`src/rtl/pkt_merger.sv`:
```
// pkt_merger: round-robin merge of NUM_IN valid/ready packet streams into a
// single registered output, with a stall-timeout drop and forward/drop counters.
//
// Ports
//   clk, reset_n      clock; asynchronous active-low reset (release synchronised)
//   drop_wait_in      output-stall limit in cycles, 0 = never drop
//   pkt_data_in/vld_in/rdy_out   per-port packet inputs (valid/ready)
//   pkt_data_out/vld_out, pkt_rdy_in   merged output register (valid/ready)
//   fwd_cnt_out       packets accepted downstream (wraps)
//   drop_cnt_out      packets dropped on stall timeout (wraps)

`ifndef PKT_BITS
`define PKT_BITS 72
`endif

module pkt_merger #(
    parameter int NUM_IN   = 2,
    parameter int CNT_BITS = 32
) (
    input  logic                             clk,
    input  logic                             reset_n,
    input  logic [31:0]                      drop_wait_in,
    input  logic [NUM_IN-1:0][`PKT_BITS-1:0] pkt_data_in,
    input  logic [NUM_IN-1:0]                pkt_vld_in,
    output logic [NUM_IN-1:0]                pkt_rdy_out,
    output logic [`PKT_BITS-1:0]             pkt_data_out,
    output logic                             pkt_vld_out,
    input  logic                             pkt_rdy_in,
    output logic [CNT_BITS-1:0]              fwd_cnt_out,
    output logic [CNT_BITS-1:0]              drop_cnt_out
);

    localparam int PTR_W = $clog2(NUM_IN);

    logic                 run_q;
    logic [PTR_W-1:0]     ptr_q, ptr_d;
    logic                 vld_q, vld_d;
    logic [`PKT_BITS-1:0] data_q, data_d;
    logic [31:0]          stall_q, stall_d;
    logic [CNT_BITS-1:0]  fwd_q, fwd_d;
    logic [CNT_BITS-1:0]  drop_q, drop_d;

    logic                 gnt_found;
    logic [PTR_W-1:0]     gnt_idx;
    logic                 free, take, stalled, drop;

    // Round-robin search: first pass covers ports at or above the pointer,
    // second pass wraps to the ports below it.
    always_comb begin
        gnt_found = 1'b0;
        gnt_idx   = '0;
        for (int i = 0; i < NUM_IN; i++) begin
            if (!gnt_found && (i >= int'(ptr_q)) && pkt_vld_in[i]) begin
                gnt_found = 1'b1;
                gnt_idx   = PTR_W'(i);
            end
        end
        for (int i = 0; i < NUM_IN; i++) begin
            if (!gnt_found && pkt_vld_in[i]) begin
                gnt_found = 1'b1;
                gnt_idx   = PTR_W'(i);
            end
        end
    end

    assign free    = !vld_q || pkt_rdy_in;
    // run_q keeps every ready low until the first edge after reset release.
    assign take    = run_q && free && gnt_found;
    assign stalled = vld_q && !pkt_rdy_in;
    // A stalled register is never free, so a drop edge cannot also accept.
    assign drop    = stalled && (drop_wait_in != 32'd0)
                     && (stall_q == drop_wait_in - 32'd1);

    always_comb begin
        pkt_rdy_out = '0;
        if (take) pkt_rdy_out[gnt_idx] = 1'b1;
    end

    always_comb begin
        vld_d   = vld_q;
        data_d  = data_q;
        ptr_d   = ptr_q;
        stall_d = '0;
        fwd_d   = fwd_q;
        drop_d  = drop_q;
        if (take) begin
            vld_d  = 1'b1;
            data_d = pkt_data_in[gnt_idx];
            ptr_d  = (gnt_idx == PTR_W'(NUM_IN - 1)) ? '0 : gnt_idx + PTR_W'(1);
        end else if (drop || free) begin
            vld_d  = 1'b0;
        end
        if (stalled && !drop) stall_d = stall_q + 32'd1;
        if (drop)                 drop_d = drop_q + CNT_BITS'(1);
        if (vld_q && pkt_rdy_in)  fwd_d  = fwd_q + CNT_BITS'(1);
    end

    always_ff @(posedge clk or negedge reset_n) begin
        if (!reset_n) begin
            run_q   <= 1'b0;
            ptr_q   <= '0;
            vld_q   <= 1'b0;
            stall_q <= '0;
            fwd_q   <= '0;
            drop_q  <= '0;
        end else begin
            run_q   <= 1'b1;
            ptr_q   <= ptr_d;
            vld_q   <= vld_d;
            stall_q <= stall_d;
            fwd_q   <= fwd_d;
            drop_q  <= drop_d;
        end
    end

    // Payload needs no reset: it is only meaningful while vld_q is set.
    always_ff @(posedge clk) begin
        data_q <= data_d;
    end

    assign pkt_data_out = data_q;
    assign pkt_vld_out  = vld_q;
    assign fwd_cnt_out  = fwd_q;
    assign drop_cnt_out = drop_q;

endmodule

```
`config.mk`:
```
export PLATFORM = sky130hd
export DESIGN_NAME = pkt_merger
export DESIGN_NICKNAME = d
export VERILOG_FILES = /design/src/rtl/pkt_merger.sv
export SDC_FILE = /design/constraint.sdc
export NUM_CORES = 1
export LEC_CHECK = 0
export CAP_MARGIN = 20
export CORE_ASPECT_RATIO = 1.75
export CORE_UTILIZATION = 50
export CTS_BUF_LIST = sky130_fd_sc_hd__clkbuf_4
export DETAILED_ROUTE_END_ITERATION = 7
export MAX_ROUTING_LAYER = met4
export PLACE_DENSITY = 0.87
export SLEW_MARGIN = 20
export SYNTH_ARGS = -nofsm -noshare
export SYNTH_HDL_FRONTEND = slang
export SYNTH_SLANG_ARGS = --single-unit
```
`constraint.sdc`:
```
create_clock -name clk -period 5.23 [get_ports clk]
set_clock_uncertainty 0.15 [all_clocks]
set_input_delay 1.046 -clock clk [delete_from_list [all_inputs] [get_ports clk]]
set_output_delay 1.046 -clock clk [all_outputs]
set_load 0.05 [all_outputs]
```
==> results of run 1 <==
==> cell usage in the layout, fill, tap and decap left out, types with 3 or more instances in the layout <==
cell type / Yosys / layout
a21oi_1: 11 / 11
nor3_1: 18 / 18
nand2_1: 34 / 34
o211ai_1: 4 / 4
nor2_1: 78 / 78
and3_1: 25 / 25
nor3b_1: 4 / 4
nand4_1: 39 / 39
inv_1: 15 / 14
clkbuf_4: 0 / 17
nor4_1: 20 / 20
inv_6: 0 / 5
nand3_1: 43 / 43
nor4_2: 8 / 8
or3_1: 5 / 5
nor2b_1: 7 / 7
a31oi_1: 7 / 7
nor4b_1: 4 / 4
edfxtp_1: 72 / 72
clkdlybuf4s50_1: 0 / 318
ha_1: 5 / 5
xor2_1: 53 / 53
nand2b_1: 7 / 7
dfrtp_1: 99 / 99
or4_1: 6 / 6
and2_1: 5 / 5
and4_1: 8 / 8
clkinv_8: 0 / 3
xnor2_1: 76 / 76
a211oi_1: 5 / 4
mux2_2: 74 / 74
buf_4: 4 / 19
o21ai_0: 5 / 4
clkinvlp_4: 0 / 4
==> sequential cells by signal, indices dropped and copies added (netlist names) <==
| register | count |
|---|---|
| drop_cnt_out | 32 |
| fwd_cnt_out | 32 |
| pkt_data_out | 72 |
| ptr_q | 1 |
| run_q | 1 |
| pkt_vld_out | 1 |
| stall_q | 32 |
==> stage by stage <==
step	cells	util (%)	total power, uW	setup slack, ns
after detailed placement	1351	70.32	2321	0.2873
after global routing	1384	71.90	3170	0.7170
after CTS	1383	71.89	3073	0.8661
after floorplan	811	-	1959	1.014
after global placement	1351	70.32	2301	0.3544
final	1384	71.90	3048	0.8891
==> power groups by stage <==
stage	clock (uW)	combinational, uW	sequential (uW)
2_1_floorplan	0	191	1770
3_3_place_gp	0	747	1550
3_5_place_dp	0	762	1560
4_1_cts	776	765	1530
5_1_grt	830	798	1540
6_report	754	762	1530
==> kinds of logic after synthesis <==
| kind of cell | share of synthesized area, % |
|---|---|
| and+or+nand+nor | 20.21 |
| DFF | 50.77 |
| xor gates and xnor gates | 12.36 |
| muxes | 9.351 |
| AOI/OAI and AO/OA | 4.286 |
| buffers and inverters | 2.300 |
| adders and majority gates | 0.6846 |
| other | 0.04103 |
==> worst paths after layout <==
check	slack, ns	from	end
min in group asynchronous	0.34	reset_n	stall_q[10]
max	0.89	pkt_rdy_in	pkt_rdy_out[1]
max reg2reg	2.01	stall_q[21]	drop_cnt_out[4]
min reg2reg	0.33	drop_cnt_out[31]	drop_cnt_out[31]
min	0.33	drop_cnt_out[31]	drop_cnt_out[31]
max in group asynchronous	3.53	reset_n	fwd_cnt_out[3]
==> metal layers <==
metal	global-route usage [%]	routed length, um	share of wire, %	vias up
li1	-	-	-	3624
met1	33.18	10140	37	3746
met2	56.24	14920	54	353
met3	5.556	1520	5.5	71
met4	12.74	1017	3.7	0
met5	-	0	0	-
==> critical path, cell delays in order <==
cell	delay, ns
clkdlybuf4s50_1	0.46
nand2b_1	0.26
o211ai_1	0.26
nor2_1	0.23
clkdlybuf4s50_1	0.88
==> synth_stat cells, types with 8 or more instances <==
| master | n |
|---|---|
| inv_1 | 15 |
| nor4_2 | 8 |
| a21oi_1 | 11 |
| and3_1 | 25 |
| xor2_1 | 53 |
| nor3_1 | 18 |
| xnor2_1 | 76 |
| and4_1 | 8 |
| mux2_2 | 74 |
| edfxtp_1 | 72 |
| nor4_1 | 20 |
| nand2_1 | 34 |
| dfrtp_1 | 99 |
| clkbuf_1 | 21 |
| nand4_1 | 39 |
| nand3_1 | 43 |
| nor2_1 | 78 |
==> area by class of cell <==
class | instances | area share, %
sequential | 171 | 35.90
multi-input combinational | 593 | 33.31
timing repair buffer | 338 | 25.89
tap | 234 | 2.265
clock inverter | 15 | 1.191
clock buffer | 17 | 0.9875
inverter | 15 | 0.4357
antenna | 1 | 0.01936
==> results.cfg, run 1 <==
[finish]
nets = 1322
fillers = 1314
multi_input_area_mm2 = 0.004305
final_area_mm2 = 0.01292
register_area_mm2 = 0.004639
drive_above_1_share_pct = 13.05
area_growth_syn_to_layout_pct = 41.42

[synthesis]
synth_seq_cells = 171
avgSynthCellArea_um2 = 11.27
ys.warnings.count = 0
netlist_area_mm2 = 0.009139
syn-num-nets = 997
ys.flop_type = dfrtp_1
synth_top_cell_by_area = dfrtp_1
synth-seq-area-share_pct = 50.77
yosysTopAreaCellShare_pct = 27.11
synth_edf_count = 72
ys_types = 68
synth.area.top_cells = dfrtp_1 (27%), edfxtp_1 (24%), mux2_2 (9.1%), xnor2_1 (7.3%), xor2_1 (5.1%)
netlist_instances = 811
async_flop_share_pct = 57.89

[worst_setup_path]
reg2regPathDepth = 9
crit_path_start_kind = input pin
crit_fanout = 5
crit_required_ns = 4.03
critical_path_class = in -> out
crit_path_end_kind = primary output
cp.arrival_ns = 3.14

[pwr]
cellPowerDensity_mw_per_mm2 = 235.8
swShare_pct = 33.61
netSwitchingPower_uw = 1024
clock_power_share_pct = 24.7
peakVddDrop_v = 0.0001988
pwr-share-comb_pct = 25.0
intPower_uw = 2023
p_leak_uw = 0.004893
pwr-share-seq_pct = 50.3

[clock_tree]
cts_buffer_depth = 2
ctsHoldBuffers = 0
numClockSinks = 171
cts_setup_buffers = 0
clk_pin_slew_ns = 0.15
htree_levels = 4
numCtsBuffers = 17
cts_resized = 0
clock_tree.root_cell = clkbuf_4
cts_tree = built
clock_latency_ns = 0.61

[floorplan]
die_h_um = 180.8
core_mm2 = 0.01797
rows = 65
dieWidth_um = 104.2
ios = 320
die_area_mm2 = 0.01884
start_util_pct = 50.85

[timing]
max_slew_margin_pct = 40.87
whs_ns = 0.3289
post-route-period-util_pct = 83.00
maxSlewViolCount = 0
tns_ns = 0
hold_viol = 0
tightest_slew_ns = 0.8788
rsz0062_at_grt = no
fmax_mhz = 230.4
period_minus_slack_ns = 4.341
setup_viol = 0

[place]
dp_hpwl_mm = 22.18
place_congestion = 0.9358
portBuffers = 319
place_area_mm2 = 0.01264

[route]
via_count = 7794
first_iter_violations = 375
wl_mm = 27.59
drtAntennaViolNets = 0
via_per_inst = 5.632
drc = 0
avgRoutedWirePerCell_um = 19.94
drt_pass1_iterations = 5

[global_route]
grt_max_degree = 62
grt_pass1_vias = 7846
grt_usage_pct = 31.11
grt_overflow = 0
grt_pass1_wl_mm = 42.92
antenna_found_initial = 1

[min_path]
min_path_type = reg -> reg
holdPathStages = 1

[outcome]
status = finished, final reports clean

[run]
drv_cap = 0
No activity file was read; power rests on OpenSTA's default activity.
==> run 2: changes to the inputs <==
--- a/config.mk
+++ b/config.mk
@@ -7,11 +7,11 @@
 export LEC_CHECK = 0
 export CAP_MARGIN = 20
 export CORE_ASPECT_RATIO = 1.75
-export CORE_UTILIZATION = 50
+export CORE_UTILIZATION = 43
 export CTS_BUF_LIST = sky130_fd_sc_hd__clkbuf_4
 export DETAILED_ROUTE_END_ITERATION = 7
 export MAX_ROUTING_LAYER = met4
-export PLACE_DENSITY = 0.87
+export PLACE_DENSITY = 0.8
 export SLEW_MARGIN = 20
 export SYNTH_ARGS = -nofsm -noshare
 export SYNTH_HDL_FRONTEND = slang
==> constraint.sdc (replaced) <==
create_clock -name clk -period 3.59 [get_ports clk]
set_clock_uncertainty 0.15 [all_clocks]
set_input_delay 0.718 -clock clk [delete_from_list [all_inputs] [get_ports clk]]
set_output_delay 0.718 -clock clk [all_outputs]
set_load 0.05 [all_outputs]
==> run 2 against run 1 <==
Effect of this change:
- the run now ends with design-rule violations left
- global-route usage down 3.3 points
- non-clock buffer count up 85
- total power up 49%
- core utilization down 5.9 points
- sequential power up 46%
- wire length up 4.2%
- clock-buffer cell count up 5
==> results.cfg, run 2 (synthesized netlist as in run 1, its figures left out) <==
[outcome]
status = finished, violations left
violations = design-rule violations

[min_path]
hp-start = drop_cnt_out[31]
min_path_type = reg -> reg

[route]
via_count = 8137
drtAntennaViolNets = 0
avgRoutedWirePerCell_um = 19.34
wl_mm = 28.75
via_per_inst = 5.472
first_iter_violations = 509
drt_pass1_iterations = 8
drc = 16

[global_route]
grt_max_degree = 83
grt_pass1_vias = 8528
grt_usage_pct = 27.79
grt_pass1_wl_mm = 44.26
antenna_found_initial = 1
grt_overflow = 0

[worst_setup_path]
crit_path_end_kind = flop
cp.arrival_ns = 3.89
crit_path_start_kind = input pin
cpPeakStageDelay_ns = 0.64
slowest_stage = or4_1
rr_startpoint = stall_q[21]
crit_required_ns = 3.93
crit_fanout = 16
critical_path_class = in -> reg
cpMostUsedCell = buf_4
path_cells = clkdlybuf4s50_1 > or4_1 > nor3_1 > o21ai_0 > a2111oi_0 > nand4_1 > nor4_4 > buf_4 > buf_4 > a21o_4 > clkbuf_16 > nor2_1
crit_start = drop_wait_in[3]

[clock_tree]
numCtsBuffers = 17
cts_tree = built
clk_pin_slew_ns = 0.13
clock_tree.root_cell = clkbuf_4
cts_buffer_depth = 2
clock_latency_ns = 0.60
htree_levels = 4
numClockSinks = 171

[finish]
final_area_mm2 = 0.01376
final_cells = 1487
area_growth_syn_to_layout_pct = 50.56
largest_reg_flops = 72
drive_above_1_share_pct = 20.18
final_common_cell = clkdlybuf4s50_1
layout_common_cells = clkdlybuf4s50_1 (310), dfrtp_1 (99), buf_4 (97), nor2_1 (76), xnor2_1 (76)
nets = 1407
fillers = 1666

[place]
dp_cells = 1449
dp_hpwl_mm = 23.12
place_congestion = 0.9529
portBuffers = 319
place_area_mm2 = 0.01333

[timing]
hold_viol = 0
fmax_mhz = 281.6
period_minus_slack_ns = 3.551
tightest_slew_ns = 0.7954
maxSlewViolCount = 0
rsz0062_at_grt = yes
whs_ns = 0.3361
setup_viol = 0
max_slew_margin_pct = 46.97
post-route-period-util_pct = 98.91

[run]
drv_cap = 0

[pwr]
clock_power_share_pct = 25.3
cellPowerDensity_mw_per_mm2 = 329.6
swShare_pct = 30.74
pwr-share-comb_pct = 25.5
netSwitchingPower_uw = 1394
p_leak_uw = 0.005381
intPower_uw = 3142
peakVddDrop_v = 0.0003187
pwr-share-seq_pct = 49.2

[floorplan]
dieWidth_um = 112.2
ios = 320
start_util_pct = 43.84
rows = 70
die_area_mm2 = 0.02186
core_mm2 = 0.02085
die_h_um = 194.9
==> run 2: cell count changes in the layout (fill, tap and decap cells not counted), sizes merged <==
cell           delta
buf              +85
dlygate4sd2       +5
dlymetal6s2s      +1
inv               -4
dlygate4sd3       +1
bufinv            +2
clkinvlp          -3
clkdlybuf4s50     -8
clkbuf            +6
==> run 2: routing by layer <==
| layer | track usage, % | vias up | part of all wire [%] | wire (um) |
|---|---|---|---|---|
| li1 | - | 3779 | - | - |
| met1 | 26.64 | 3917 | 34 | 9689 |
| met2 | 51.53 | 367 | 55 | 15910 |
| met3 | 6.236 | 74 | 6.9 | 1977 |
| met4 | 13.78 | 0 | 4.1 | 1171 |
| met5 | - | - | 0 | 0 |
==> run 2: power by group through the flow <==
| stage | combinational, uW | clock [uW] | sequential, uW |
|---|---|---|---|
| 2_1_floorplan | 283 | 0 | 2580 |
| 3_3_place_gp | 1140 | 0 | 2270 |
| 3_5_place_dp | 1150 | 0 | 2270 |
| 4_1_cts | 1160 | 1190 | 2230 |
| 5_1_grt | 1220 | 1260 | 2240 |
| 6_report | 1160 | 1150 | 2230 |
==> run 2: repair_timing <==
| action | 4_1_cts | 5_1_grt |
|---|---|---|
| hold buffers | 0 | 1 |
| endpoints found under the setup margin | 61 | 65 |
| gates resized for setup | 11 | 11 |
| pin swaps | 3 | 3 |
| hold endpoints to repair | 0 | 3 |
| buffers inserted | 2 | 1 |
| gates cloned | 0 | 1 |
==> run 2: stage by stage <==
stage	power [uW]	worst slack (ns)	utilization [%]	setup TNS, ns
floorplan	2858	-0.06474	-	-1.836
global placement	3409	-0.8402	63.94	-49.36
detailed placement	3424	-0.8663	63.94	-51.53
CTS	4579	0.005747	65.49	0
global route	4724	-0.04013	66.01	-0.1709
finish	4536	0.03896	66.01	0
==> run 2: worst paths after layout <==
| kind | endpoint | slack (ns) | depth (start not counted) |
|---|---|---|---|
| min in group asynchronous | stall_q[5] | 0.54 | 2 |
| hold reg to reg | drop_cnt_out[31] | 0.34 | 1 |
| hold / removal | drop_cnt_out[31] | 0.34 | 1 |
| setup reg to reg | drop_cnt_out[22] | 0.45 | 9 |
| setup / recovery | stall_q[4] | 0.04 | 12 |
| max in group asynchronous | fwd_cnt_out[0] | 2.04 | 3 |
==> run 2: layout make-up <==
class / count / area (um2) / share of cell area [%]
diodes: 1 / 2.502 / 0.01819
repair buffers: 423 / 4065 / 29.54
multi-input cells: 593 / 4398 / 31.96
clock inverters: 10 / 117.6 / 0.8548
clock buffers: 22 / 165.2 / 1.200
well taps: 252 / 315.3 / 2.292
flip-flops and latches: 171 / 4639 / 33.72
inverters: 15 / 56.30 / 0.4092
==> run 2: worst max-delay path: cells and delay by family <==
family	cells	cell delay (ns)
AO/OA/AOI/OAI	3	0.84
buffers and inverters	4	0.96
AND/OR/NAND/NOR	5	1.37
